==> src/rtl/aes_pkg.sv <==
// Shared widths and issue-state encoding for the AES plaintext block packer.
package aes_pkg;
    localparam int AES_BLOCK_W         = 128;
    localparam int AES_WORD_W          = 32;
    localparam int AES_WORDS_PER_BLOCK = 4;

    typedef enum logic [1:0] {
        IDLE = 2'd0,
        PEND = 2'd1,
        LOCK = 2'd2
    } issue_state_t;
endpackage

==> src/rtl/aes_pack_issue_fsm.sv <==
// Issue control for the block packer: hold-register ownership, encoder handshake,
// post-issue ready blackout and the issued-block counter.
//
// state | meaning
// IDLE  | hold register empty
// PEND  | hold register full, waiting for encoder ready
// LOCK  | post-issue blackout, encoder ready ignored for READY_LAT cycles
module aes_pack_issue_fsm
    import aes_pkg::*;
#(
    parameter int READY_LAT = 1,
    parameter int CNT_W     = 16
) (
    input  logic             i_clk,
    input  logic             i_rst,
    input  logic             i_complete,
    input  logic             i_encoder_ready,
    output logic             o_take,
    output logic             o_valid,
    output logic             o_hold_full,
    output logic             o_idle,
    output logic [CNT_W-1:0] o_count
);
    localparam logic [2:0] LAT_LOAD = 3'(READY_LAT);
    localparam logic [2:0] LAT_LAST = 3'd1;

    issue_state_t     r_state;
    logic [2:0]       r_lat;
    logic             r_valid;
    logic             r_hold_full;
    logic [CNT_W-1:0] r_count;
    logic             w_take;

    assign w_take      = (r_state == PEND) && i_encoder_ready;
    assign o_take      = w_take;
    assign o_valid     = r_valid;
    assign o_hold_full = r_hold_full;
    assign o_idle      = (r_state == IDLE);
    assign o_count     = r_count;

    always_ff @(posedge i_clk or posedge i_rst) begin
        if (i_rst) begin
            r_state     <= IDLE;
            r_lat       <= '0;
            r_valid     <= 1'b0;
            r_hold_full <= 1'b0;
            r_count     <= '0;
        end else begin
            r_valid <= 1'b0;
            // A completion on the issue edge refills the hold register, so it wins.
            if (i_complete)
                r_hold_full <= 1'b1;
            else if (w_take)
                r_hold_full <= 1'b0;

            case (r_state)
                IDLE: begin
                    if (i_complete)
                        r_state <= PEND;
                end
                PEND: begin
                    if (i_encoder_ready) begin
                        r_state <= LOCK;
                        r_lat   <= LAT_LOAD;
                        r_valid <= 1'b1;
                        r_count <= r_count + CNT_W'(1);
                    end
                end
                LOCK: begin
                    r_lat <= r_lat - 3'd1;
                    if (r_lat == LAT_LAST)
                        r_state <= (r_hold_full || i_complete) ? PEND : IDLE;
                end
                default: r_state <= IDLE;
            endcase
        end
    end
endmodule

==> src/rtl/aes_plain_block_packer.sv <==
// Packs 32-bit plaintext words into 128-bit blocks and issues them to the AES encoder.
// Optional zero-padded short final block when AES_PACK_PAD_EN is defined.
module aes_plain_block_packer
    import aes_pkg::*;
#(
    parameter int READY_LAT = 1,
    parameter int CNT_W     = 16
) (
    input  logic                   in_clk,
    input  logic                   in_reset,
    input  logic [AES_WORD_W-1:0]  in_word,
    input  logic                   in_word_valid,
    input  logic                   in_word_last,
    output logic                   out_word_ready,
    input  logic                   in_encoder_ready,
    output logic [AES_BLOCK_W-1:0] out_plain_data,
    output logic                   out_plain_data_valid,
    output logic [CNT_W-1:0]       out_block_count,
    output logic                   out_busy
);
    logic [AES_BLOCK_W-1:0] r_fill;
    logic [AES_BLOCK_W-1:0] r_hold;
    logic [AES_BLOCK_W-1:0] r_plain;
    logic [1:0]             r_index;

    logic [AES_BLOCK_W-1:0] w_block;
    logic                   w_accept;
    logic                   w_last;
    logic                   w_complete;
    logic                   w_take;
    logic                   w_hold_full;
    logic                   w_idle;

`ifdef AES_PACK_PAD_EN
    assign w_last = in_word_last;
    // A short last word would overwrite a held block unless it leaves on this edge.
    assign out_word_ready = !in_reset &&
        !(w_hold_full && ((r_index == 2'd3) || (in_word_last && !w_take)));
`else
    logic w_unused_last;
    assign w_unused_last  = in_word_last;
    assign w_last         = 1'b0;
    assign out_word_ready = !in_reset && !(w_hold_full && (r_index == 2'd3));
`endif

    assign w_accept   = in_word_valid && out_word_ready;
    assign w_complete = w_accept && ((r_index == 2'd3) || w_last);

    always_comb begin
        w_block = r_fill;
        case (r_index)
            2'd0:    w_block[127:96] = in_word;
            2'd1:    w_block[95:64]  = in_word;
            2'd2:    w_block[63:32]  = in_word;
            default: w_block[31:0]   = in_word;
        endcase
    end

    // Fill is cleared on completion so unwritten slots of a short block read as zero.
    always_ff @(posedge in_clk or posedge in_reset) begin
        if (in_reset) begin
            r_fill  <= '0;
            r_hold  <= '0;
            r_plain <= '0;
            r_index <= 2'd0;
        end else begin
            if (w_accept) begin
                if (w_complete) begin
                    r_hold  <= w_block;
                    r_fill  <= '0;
                    r_index <= 2'd0;
                end else begin
                    r_fill  <= w_block;
                    r_index <= r_index + 2'd1;
                end
            end
            if (w_take)
                r_plain <= r_hold;
        end
    end

    aes_pack_issue_fsm #(
        .READY_LAT (READY_LAT),
        .CNT_W     (CNT_W)
    ) u_issue_fsm (
        .i_clk           (in_clk),
        .i_rst           (in_reset),
        .i_complete      (w_complete),
        .i_encoder_ready (in_encoder_ready),
        .o_take          (w_take),
        .o_valid         (out_plain_data_valid),
        .o_hold_full     (w_hold_full),
        .o_idle          (w_idle),
        .o_count         (out_block_count)
    );

    assign out_plain_data = r_plain;
    assign out_busy       = w_hold_full || (r_index != 2'd0) || !w_idle;
endmodule

==> config.mk <==
export PLATFORM = sky130hd
export DESIGN_NAME = aes_plain_block_packer
export DESIGN_NICKNAME = d
export VERILOG_FILES = /design/src/rtl/aes_pkg.sv /design/src/rtl/aes_pack_issue_fsm.sv /design/src/rtl/aes_plain_block_packer.sv
export SDC_FILE = /design/constraint.sdc
export NUM_CORES = 1
export LEC_CHECK = 0
export CELL_PAD_IN_SITES_DETAIL_PLACEMENT = 0
export CELL_PAD_IN_SITES_GLOBAL_PLACEMENT = 1
export CORE_MARGIN = 4
export CORE_UTILIZATION = 30
export CTS_BUF_LIST = sky130_fd_sc_hd__clkbuf_2
export CTS_CLUSTER_DIAMETER = 30
export DETAILED_ROUTE_END_ITERATION = 6
export GPL_ROUTABILITY_DRIVEN = 0
export MAX_ROUTING_LAYER = met4
export PLACE_DENSITY = 0.69
export RECOVER_POWER = 100
export SLEW_MARGIN = 20
export SYNTH_ARGS = -nofsm -noshare
export SYNTH_HDL_FRONTEND = slang
export SYNTH_SLANG_ARGS = --single-unit
==> constraint.sdc <==
create_clock -name in_clk -period 16 [get_ports in_clk]
set_clock_uncertainty 0.15 [all_clocks]
set_input_delay 3.2 -clock in_clk [delete_from_list [all_inputs] [get_ports in_clk]]
set_output_delay 3.2 -clock in_clk [all_outputs]
set_load 0.03 [all_outputs]
# Word level (Yosys, flattened, before mapping)
# Cells that the tools add are included.
[op_classes]
div = 0
n_bitwise = 0
order_cmp = 0
eq_ne = 9
mul = 0
shifts = 0
n_reduce_logical = 21
mux = 17
n_addsub = 3
[op_table]
columns = ["operator", "n"]
rows = [
  ["$mux W128", 1],
  ["$mux W32", 4],
  ["$add A16 B1 Y16 const B", 1],
  ["$mux W2", 4],
  ["$eq A2 B2 Y1 const B", 3],
  ["$pmux W2 S3", 1],
  ["$pmux W3 S2", 1],
  ["$reduce_and A2 Y1", 3],
  ["$reduce_bool A2 Y1", 3],
  ["$logic_and A1 B1 Y1", 5],
  ["$mux W1", 5],
  ["$eq A2 B1 Y1 const B", 2],
  ["$logic_not A2 Y1", 2],
  ["$ne A2 B1 Y1 const B", 2],
  ["$eq A3 B1 Y1 const B", 1],
  ["$logic_not A1 Y1", 3],
  ["$logic_or A1 B1 Y1", 3],
  ["$mux W3", 1],
  ["$reduce_and A3 Y1", 1],
  ["$reduce_or A3 Y1", 1],
  ["$sub A3 B1 Y3 const B", 1],
  ["$add A2 B1 Y2 const B", 1],
  ["$ne A2 B2 Y1 const B", 1],
]
[word_totals]
out_inout_bits = 147
latch_bits = 0
word_cells = 59
register_bits = 409
mem_bits_ro = 0
memories = 0
ram_bits = 0
in_bits = 37

# Logic depth before layout (Yosys ltp)
[logic_depth]
depth_word = 10
depth_mapped = 7
ltp_nobuf = 6

# Modules after synthesis
# Synthesis repeated with hierarchy kept, for this count alone.
[hier_totals]
hier_cells = 1090
area_unflattened_um2 = 14930.6
[by_module_without_submodules]
columns = ["module", "cells_per_inst", "seq_area_each_um2", "n_inst", "area_per_inst_um2"]
rows = [
  ["aes_plain_block_packer", 994, 8858.5, 1, 13894.6],
  ["aes_pack_issue_fsm", 96, 575.6, 1, 1036.0],
]

# Least setup slack after synthesis
# No wires, ideal clock.
[synth_timing]
kind = "input to output"
from = "input port in_reset"
to = "output port out_word_ready"
path_slack_ns = 8.970
arrival_ns = 3.680
n_path_buf = 0
stages = 1
t_required_ns = 12.650
path_cell_list = "a21oi_1"
[synth_between]
elab_chain_cells = 2
[synth_lines]
columns = ["item", "line_no", "text"]
rows = [
  ["from (decl)", "aes_plain_block_packer.sv:10", "input logic in_reset,"],
  ["$logic_not A1 Y1 (no source line)", "n/a", ""],
  ["$logic_and A1 B1 Y1", "aes_plain_block_packer.sv:43", "assign out_word_ready = !in_reset && !(w_hold_full && (r_index == 2'd3));"],
  ["to (decl)", "aes_plain_block_packer.sv:14", "output logic out_word_ready,"],
]
# Every way passes these cells.

==> summary.txt <==
Clock tree
  – H-tree depth: 3
  – CTS Buf Count: 105
  – Clock insertion delay at the later pin of the skew report: 1030 ps
  – Clock Tree Buf Depth: 3
  – Clk slew on worst S/H paths: 90 ps
  – Post_cts resized: 0
  – CTS tree: done
  – Post-CTS Repair Setup Buffers: 0
  – CTS Sinks: 377
  – CTS root buf: clkbuf_2
  – Hold buffers post-CTS: 0

Synthesis
  – Yosys reg bits: 377
  – Synth Area in XOR/XNOR: 0.866%
  – Share of the synthesized area in the top cell type: 62.2%
  – Mapped Cells: 1481
  – Post-synthesis compound-gate area fraction: 11.1%
  – Post-synth EDFFs: 0
  – Mux contribution to synthesized area: 6.20%
  – Post-synthesis sequential area ratio: 62.2%
  – Commonest cells post-synth: 433 x nand2_1, 377 x dfrtp_1, 172 x a21oi_1
  – Largest family of logic cells by synthesized area: simple AND/OR/NAND/NOR gates
  – Synth Area in Adders: 0.578%
  – Simple-Gate Fraction of Synth Area: 15.9%
  – Area leader, netlist: dfrtp_1
  – Most common flop cell mapped by yosys: dfrtp_1
  – Cell Area, Synth: 15200 µm²
  – Mean post-synth cell area: 10.2 µm²
  – Most numerous cell in the Yosys netlist: nand2_1
  – Post-synth cell types: 38
  – Warnings, synthesis: 0
  – Synth area leaders: dfrtp_1 62%, nand2_1 11%, a21oi_1 5.7%, mux2i_1 3.8%, a22o_1 3.3%
  – Synth async-reset ratio: 100%
  – Syn Nets: 1525

Global route
  – Total track usage: 15.0%
  – First-pass GRT wire length: 63500 µm
  – Largest net degree at the start of global routing: 174
  – Initial antenna violation count: 1
  – Overflow after GRT: 0
  – Vias in the first global route: 11589

Route
  – Via density per instance: 4.61
  – DRT antenna net count: 0
  – DRT Pass-1 Iters: 5
  – Wire per inst: 16.0 µm
  – DR vias: 11264
  – WL final: 39100 µm
  – Detailed Route Iter0 Violations: 483
  – DRC Markers: 0

Die
  – FP Rows: 82
  – Core area: 50100 µm²
  – Boundary Pins: 184
  – Die Ht: 233 µm
  – DIE AREA: 54200 µm²
  – Die W: 233 µm
  – Starting Density: 30.3%

Outcome
  – Status: finished, violations left
  – Failing checks: capacitance limit, slew limit

STA
  – Unrepaired setup endpoints after global routing: false
  – Hold Fails Final Rpt: 0
  – Minimum clock period: 10310 ps
  – F_max: 0.0970 GHz
  – Final Max Slew Viols: 879
  – Period utilization: 64.4%
  – Setup TNS Final: 0 ps
  – Relative slew margins: -268%
  – Worst slew pin tran: 5490 ps
  – Setup Viol. Count Final: 0

Placed design
  – Buffers on Ports: 182
  – Hpwl dp: 23000 µm

Critical path
  – Setup crit end kind: asynchronous set/reset pin
  – Crit path kind: in -> async
  – Worst EP arrival: 10270 ps
  – Crit start category: input pin
  – Crit-path max FO: 173
  – Worst path required time: 15960 ps

Run
  – Max-cap violations: 12

Power
  – Power Dens Cells: 202 nW/µm²
  – LEAKAGE: 9.08 nW
  – Peak VDD IR: 0.0000877 V
  – Total power: 3.74 mW

Finish
  – Filler Cell Count: 5163
  – Layout area overhead: 21.9%
  – Fin nets: 1735
  – Layout cells sized above 1: 12.1%

Hold path
  – Worst min-delay path category: reg -> reg
per-stage QoR:
step | cell area [µm²] | setup WS (ps) | hold slack (ps) | cells | util [%]
after floorplan | 15200 | 2180 | 285 | 1481 | -
after global placement | 17600 | 8070 | 297 | 2255 | 35.2
after detailed placement | 17600 | 7990 | 302 | 2255 | 35.2
after CTS | 18600 | 7980 | 258 | 2442 | 37.1
after global routing | 18500 | 4060 | 307 | 2444 | 36.9
final | 18500 | 5690 | 290 | 2444 | 36.9
critical path, cell delays in order:
cell and delay, ps:
dlygate4sd3_1 580, clkinvlp_2 3050, clkbuf_2 3320
cell usage in the layout (no fill, tap or decap), drive strengths merged, types with 35 or more instances in the layout:
cell,n
nand2,433
dfrtp,377
a21oi,172
clkbuf,159
dlygate4sd3,149
nor2,102
mux2i,58
a22o,58
o21ai,44
nor2b,39
clkinv,35
final timing paths:
check / start / endpoint / slack, ps / cells after the start
max reg2reg: r_index[0] / r_hold[19] / 9680 / 6
min: r_hold[124] / out_plain_data[124] / 290 / 2
min reg2reg: r_hold[124] / out_plain_data[124] / 290 / 2
min in group asynchronous: in_reset / r_hold[125] / 4230 / 2
max in group in_clk: in_reset / r_hold[19] / 7640 / 6
max: in_reset / r_hold[40] / 5690 / 3
state kept, by name, indices dropped and copies added (netlist names):
| register | count |
|---|---|
| r_index | 2 |
| r_hold | 128 |
| u_issue_fsm.o_hold_full | 1 |
| u_issue_fsm.r_lat | 3 |
| u_issue_fsm.o_valid | 1 |
| r_fill | 96 |
| out_plain_data | 128 |
| u_issue_fsm.o_count | 16 |
| u_issue_fsm.r_state | 2 |
area by class of cell:
| cell class | instances | area, µm² | share of cell area (%) |
|---|---|---|---|
| clock inverters | 38 | 211 | 1.14 |
| diodes | 1 | 2.50 | 0.0135 |
| flip-flops and latches | 377 | 9430 | 51.0 |
| inverters | 11 | 43.8 | 0.237 |
| clock buffers | 149 | 746 | 4.03 |
| well taps | 672 | 841 | 4.55 |
| multi-input cells | 996 | 5290 | 28.6 |
| repair buffers | 200 | 1920 | 10.4 |
where the power goes:
part           switching [mW]  internal (mW)
sequential              0.235           1.38
clock                   0.407          0.285
combinational           0.863          0.573
total                    1.50           2.24
cell families (layout without fill, tap and decap cells):
kind of cell,Yosys count,count (layout)
other cells,0,1
fa+ha+maj,7,7
mux,90,90
buf+inv,108,398
xor+xnor,15,15
compound gates,287,287
flops,377,377
simple gates,597,597
metal layers:
layer	vias up	global-route usage, %	share of wire (%)
met4	0	5.86	2.3
met1	5590	19.5	47
met3	65	3.86	4.9
met2	217	22.6	46
met5	-	-	0
li1	5392	-	-
(Power assumes the default switching activity.)
==> patch 1, RTL diff (same flow settings) <==
`CNT_W` is set to 16 in 2 places; all go to 24.
--- a/src/rtl/aes_pack_issue_fsm.sv
+++ b/src/rtl/aes_pack_issue_fsm.sv
@@ -11,3 +11,3 @@
     parameter int READY_LAT = 1,
-    parameter int CNT_W     = 16
+    parameter int CNT_W     = 24
 ) (
--- a/src/rtl/aes_plain_block_packer.sv
+++ b/src/rtl/aes_plain_block_packer.sv
@@ -6,3 +6,3 @@
     parameter int READY_LAT = 1,
-    parameter int CNT_W     = 16
+    parameter int CNT_W     = 24
 ) (
Ports: changed (resized out_block_count); port bits go from 184 to 192. No check against the original RTL was run, so the function may have changed too.
==> patch 1 against the original RTL <==
  * The run still ends with capacitance limit, slew limit left
  * Worst setup slack got worse by 0.33 ns
  * Largest power group unchanged
  * Via count rose by 14%
  * Routed wire length rose by 20%
  * Synthesized area rose by 13%
  * First-iteration DRC count rose by 46%
  * Sequential power rose by 9%
  * Total power rose by 7.6%
  * Sequential cell count rose by 40
  * Final area rose by 11%
==> patch 1: results (changes against the original RTL) <==
status finished, violations left (unchanged); failing checks capacitance limit, slew limit (unchanged); Vias/cell 4.67 (was 4.61); initial antenna violation count 6 (was 1); P_int 0.00242 W (was 0.00224 W); synth cell count leaders nand2_1 (439), dfrtp_1 (417), a21oi_1 (202) (was nand2_1 (433), dfrtp_1 (377), a21oi_1 (172)); initial DRC count 706 (was 483); Max Transition Viols Final 863 (was 879); DP HPWL 29200 um (was 23000 um); VDD IR max 0.0892 mV (was 0.0877 mV); Seq/Total Area, Yosys 61.0% (was 62.2%); drt total wl 47100 um (was 39100 um); Leak Pwr 9.99 nW (was 9.08 nW); MaxCap Viol Count 14 (was 12); Avg Inst Size Synth 10.1 um^2 (was 10.2 um^2); worst hold margin 0.299 ns (was 0.290 ns); via count 12800 (was 11300); Cell variety after synth 41 (was 38); ranking of synthesized cells by area dfrtp_1 (61%), nand2_1 (9.6%), a21oi_1 (5.9%), mux2i_1 (5.3%), a22o_1 (4.6%) (was dfrtp_1 (62%), nand2_1 (11%), a21oi_1 (5.7%), mux2i_1 (3.8%), a22o_1 (3.3%)); pin count of the biggest net entering global routing 148 (was 174); first-pass GRT wire length 74600 um (was 63500 um); fin nets 1931 (was 1735); GRT Total Usage 16.0% (was 15.0%); Placed Cells 2519 (was 2255); crit-path max FO 111 (was 173); CTS max path bufs 3 (unchanged); Main synth FF type dfrtp_1 (unchanged); worst reg-to-reg setup slack 7.29 ns (was 9.68 ns); top cell family by delay on the critical path buffers and inverters (unchanged); Max stage delay on crit path 3.39 ns (was 3.32 ns); share of cells above drive strength 1 10.5% (was 12.1%); crit path DAT 11.49 ns (was 10.27 ns); Synth top area share 61.0% (was 62.2%); clock latency on the worst-skew pair 1.11 ns (was 1.03 ns); relative slew slack -258% (was -268%); post-synthesis net count 1737 (was 1525); number of I/O port buffers 190 (was 182); CTS Buf Count 120 (was 105); critical path's slowest cell clkbuf_1 (was clkbuf_2); vias in the first global route 13400 (was 11600)
==> patch 1: changes by cell type in the layout (fill, tap and decap cells not counted), sizes merged, moves of 31 or more <==
cell / delta
dfrtp: +40
mux2: -32
mux2i: +32
nor2: +32
a21oi: +31
a22o: +31
==> patch 1: routing by layer <==
layer | GRT usage [%] | vias to the layer above | share of wire (%)
li1 | - | 6111 | -
met1 | 19.9 | 6306 | 44
met2 | 25.4 | 313 | 48
met3 | 4.21 | 67 | 5.7
met4 | 5.61 | 0 | 2.1
met5 | - | - | 0
==> patch 1: worst paths after layout <==
kind                                             start                                 end  cells after the start
worst max-delay path                          in_reset  u_issue_fsm.r_state[0]$_DFFE_PP0P_                      7
worst min-delay path            r_hold[41]$_DFFE_PP0P_      out_plain_data[41]$_DFFE_PP0P_                      2
worst max register to register  r_index[0]$_DFFE_PP0N_  u_issue_fsm.r_state[0]$_DFFE_PP0P_                      7
worst min register to register  r_hold[41]$_DFFE_PP0P_      out_plain_data[41]$_DFFE_PP0P_                      2
max in group asynchronous                     in_reset              r_fill[53]$_DFFE_PP0N_                      3
min in group asynchronous                     in_reset              r_hold[84]$_DFFE_PP0P_                      2
==> patch 1: cell families after synthesis <==
family | after synthesis | share of synthesized area [%]
xor gates and xnor gates | 23 | 1.18
and+or+nand+nor | 654 | 15.8
adders and majority gates | 8 | 0.585
DFF | 417 | 61.0
AOI/OAI and AO/OA | 351 | 12.4
muxes | 90 | 5.26
buffers and inverters | 149 | 3.82
==> patch 1: worst min-delay path, cell delays in order, from the launching register on <==
cell,delay [ns]
dfrtp_1,0.35
nand2_1,0.05
nand2_1,0.05
==> patch 1: power groups by stage <==
| stage | registers (W) | logic, W | clock network (W) |
|---|---|---|---|
| final | 0.00175 | 0.00149 | 0.000783 |
| after global placement | 0.00176 | 0.00154 | 0 |
| after global routing | 0.00181 | 0.00166 | 0.000883 |
| after floorplan | 0.00199 | 0.000789 | 0 |
| after CTS | 0.00175 | 0.00157 | 0.000828 |
| after detailed placement | 0.00177 | 0.00156 | 0 |
==> patch 1: layout make-up <==
cell class | count | area [um^2]
Antenna cell | 6 | 15.0
Clock buffer | 169 | 846
Clock inverter | 44 | 239
Fill cell | 5838 | 35800
Inverter | 8 | 32.5
Multi-Input combinational cell | 1126 | 6010
Sequential cell | 417 | 10400
Tap cell | 756 | 946
Timing Repair Buffer | 213 | 2050
==> patch 1: metrics by stage <==
step / setup WS, ns / cell area (um^2) / util [%]
floorplan: 1.04 / 17100 / -
global placement: 8.04 / 19600 / 34.7
detailed placement: 8.02 / 19600 / 34.7
CTS: 8.01 / 20600 / 36.6
global route: 4.34 / 20600 / 36.5
finish: 5.36 / 20600 / 36.5
==> patch 2, RTL diff (same settings) <==
Without the edit above. Encoding of `issue_state_t`: now one-hot (3 bits for 3 states).
--- a/src/rtl/aes_pkg.sv
+++ b/src/rtl/aes_pkg.sv
@@ -6,6 +6,6 @@
 
-    typedef enum logic [1:0] {
-        IDLE = 2'd0,
-        PEND = 2'd1,
-        LOCK = 2'd2
+    typedef enum logic [2:0] {
+        IDLE = 3'b001,
+        PEND = 3'b010,
+        LOCK = 3'b100
     } issue_state_t;
Check against the original RTL: no difference found for any inputs over 4 cycles, from zero or initial values and one cycle with in_reset high; so few cycles prove little.
==> patch 2 against the original RTL <==
  * Highest routed layer unchanged
  * Critical path depth up 3
  * Final area grew 9.3%
  * Sequential cell count up 33
  * Synthesized area up 11%
  * Routed wire length up 17%
  * Worst setup slack worse by 0.17 ns
  * Cell count up 10%
  * The run still ends with capacitance limit, slew limit left
  * Total power fell by 17%
==> patch 2: results (changes against the original RTL) <==
status finished, violations left (unchanged); failing checks capacitance limit, slew limit (unchanged); setup repair bufs after CTS 0 (unchanged); Post-Place Cell Area 0.0192 mm^2 (was 0.0176 mm^2); met2 usage 25.4% (was 22.6%); fin nets 1899 (was 1735); GRT Total Usage 15.7% (was 15.0%); MaxCap Viol Count 15 (was 12); YS warnings 0 (unchanged); Clock Tree Root clkbuf_2 (unchanged); Hold Crit Start r_hold[72]$_DFFE_PP0P_ (was r_hold[124]$_DFFE_PP0P_); pin count of the biggest net entering global routing 131 (was 174); clock latency on the worst-skew pair 1.09 ns (was 1.03 ns); Max stage delay on crit path 3.32 ns (about the same); ranking of synthesized cells by area dfrtp_1 (61%), nand2_1 (9.8%), a21oi_1 (6.1%), mux2i_1 (5.2%), a22o_1 (4.6%) (was dfrtp_1 (62%), nand2_1 (11%), a21oi_1 (5.7%), mux2i_1 (3.8%), a22o_1 (3.3%)); Seq/Total Area, Yosys 60.7% (was 62.2%); post-synthesis net count 1721 (was 1525); initial antenna violation count 3 (was 1); first-pass GRT wire length 72500 um (was 63500 um); area grow syn2layout 19.5% (was 21.9%); Wirelength per Cell 17.0 um (was 16.0 um); Layout fillers 5730 (was 5163); initial DRC count 669 (was 483); CTS max path bufs 3 (unchanged); R2R depth 7 (was 6); Clock transition at path regs 0.10 ns; Synth Area in Compound Gates 12.6% (was 11.1%); type of the most critical hold path flop to flop (unchanged); met1 GRT Util 18.9% (was 19.5%); crit-path max FO 130 (was 173); mux cell area share after synthesis 5.21% (was 6.20%); CTS Buf Count 117 (was 105); share of cells above drive strength 1 11.0% (was 12.1%); DP HPWL 28000 um (was 23000 um); worst reg-to-reg setup slack 8.49 ns (was 9.68 ns); number of I/O port buffers 182 (unchanged); Post-Synth XOR/XNOR Area 0.777% (was 0.866%); Max Transition Viols Final 983 (was 879); synth cell count leaders nand2_1 (440), dfrtp_1 (409), a21oi_1 (205) (was nand2_1 (433), dfrtp_1 (377), a21oi_1 (172)); VDD IR max 0.0806 mV (was 0.0877 mV); Async S/R FF share, synth 100% (unchanged); Max H-tree Level 3 (unchanged); Cell variety after synth 42 (was 38); via count 12500 (was 11300); Adder-Cell Fraction of Synth Area 0.592% (was 0.578%); origin of the worst setup path in_reset (unchanged); crit path DAT 11.43 ns (was 10.27 ns); hold depth 2 (unchanged); First-pass DRT Iterations 5 (unchanged); die width 245 um (was 233 um); critical path's slowest cell clkinvlp_2 (was clkbuf_2); met3 Use GR 3.50% (was 3.86%); post_cts resized 0 (unchanged); Main synth FF type dfrtp_1 (unchanged); worst-margin pin slew 5.90 ns (was 5.49 ns); Critical R2R Launch r_index[0]$_DFFE_PP0N_ (unchanged); Leak Pwr 10.2 nW (was 9.08 nW)
## patch 2: cells by family after synthesis
logic type                 Yosys count
muxes                               88
adders and majority gates            8
AOI/OAI and AO/OA                  353
xor gates and xnor gates            15
DFF                                410
buffers and inverters              150
and+or+nand+nor                    652
## patch 2: worst paths after layout
kind,endpoint
worst max-delay path,r_fill[15]$_DFFE_PP0N_
worst min-delay path,out_plain_data[72]$_DFFE_PP0P_
worst max register to register,u_issue_fsm.r_state[0]$_DFFE_PP1P_
worst min register to register,out_plain_data[72]$_DFFE_PP0P_
max in group in_clk,u_issue_fsm.r_state[0]$_DFFE_PP1P_
min in group asynchronous,r_hold[123]$_DFFE_PP0P_
## patch 2: routing by layer
layer / wire (um) / vias up / part of all wire [%]
met5: 0 / - / 0
met4: 1560 / 0 / 3.4
met3: 2150 / 83 / 4.7
met2: 22000 / 285 / 48
met1: 20100 / 6156 / 44
li1: - / 6016 / -
## patch 2: area by class of cell
| type | instances | share of cell area, % |
|---|---|---|
| diodes | 2 | 0.0248 |
| clock buffers | 173 | 4.28 |
| clock inverters | 37 | 1.07 |
| inverters | 8 | 0.161 |
| multi-input cells | 1116 | 29.4 |
| flip-flops and latches | 410 | 50.8 |
| well taps | 748 | 4.63 |
| repair buffers | 201 | 9.61 |
## patch 2: worst max-delay path: cells and delay by family
family                 cells  cell delay, ns
buffers and inverters      6            8.06
## patch 2: power by group
group	leakage [nW]	total, W	switching (W)	internal (W)
clock network	0.839	0.000773	0.000449	0.000324
registers	5.22	0.00152	0.000171	0.00134
logic	4.09	0.000823	0.000457	0.000367
## patch 2: per-stage QoR
step / cells / worst slack [ns] / total power (W) / hold slack (ns)
2_1_floorplan: 1676 / 1.24 / 0.00215 / 0.289
3_3_place_gp: 2482 / 7.90 / 0.00232 / 0.301
3_5_place_dp: 2482 / 7.87 / 0.00236 / 0.305
4_1_cts: 2692 / 7.86 / 0.00317 / 0.269
5_1_grt: 2695 / 4.03 / 0.00337 / 0.281
6_report: 2695 / 5.52 / 0.00311 / 0.290
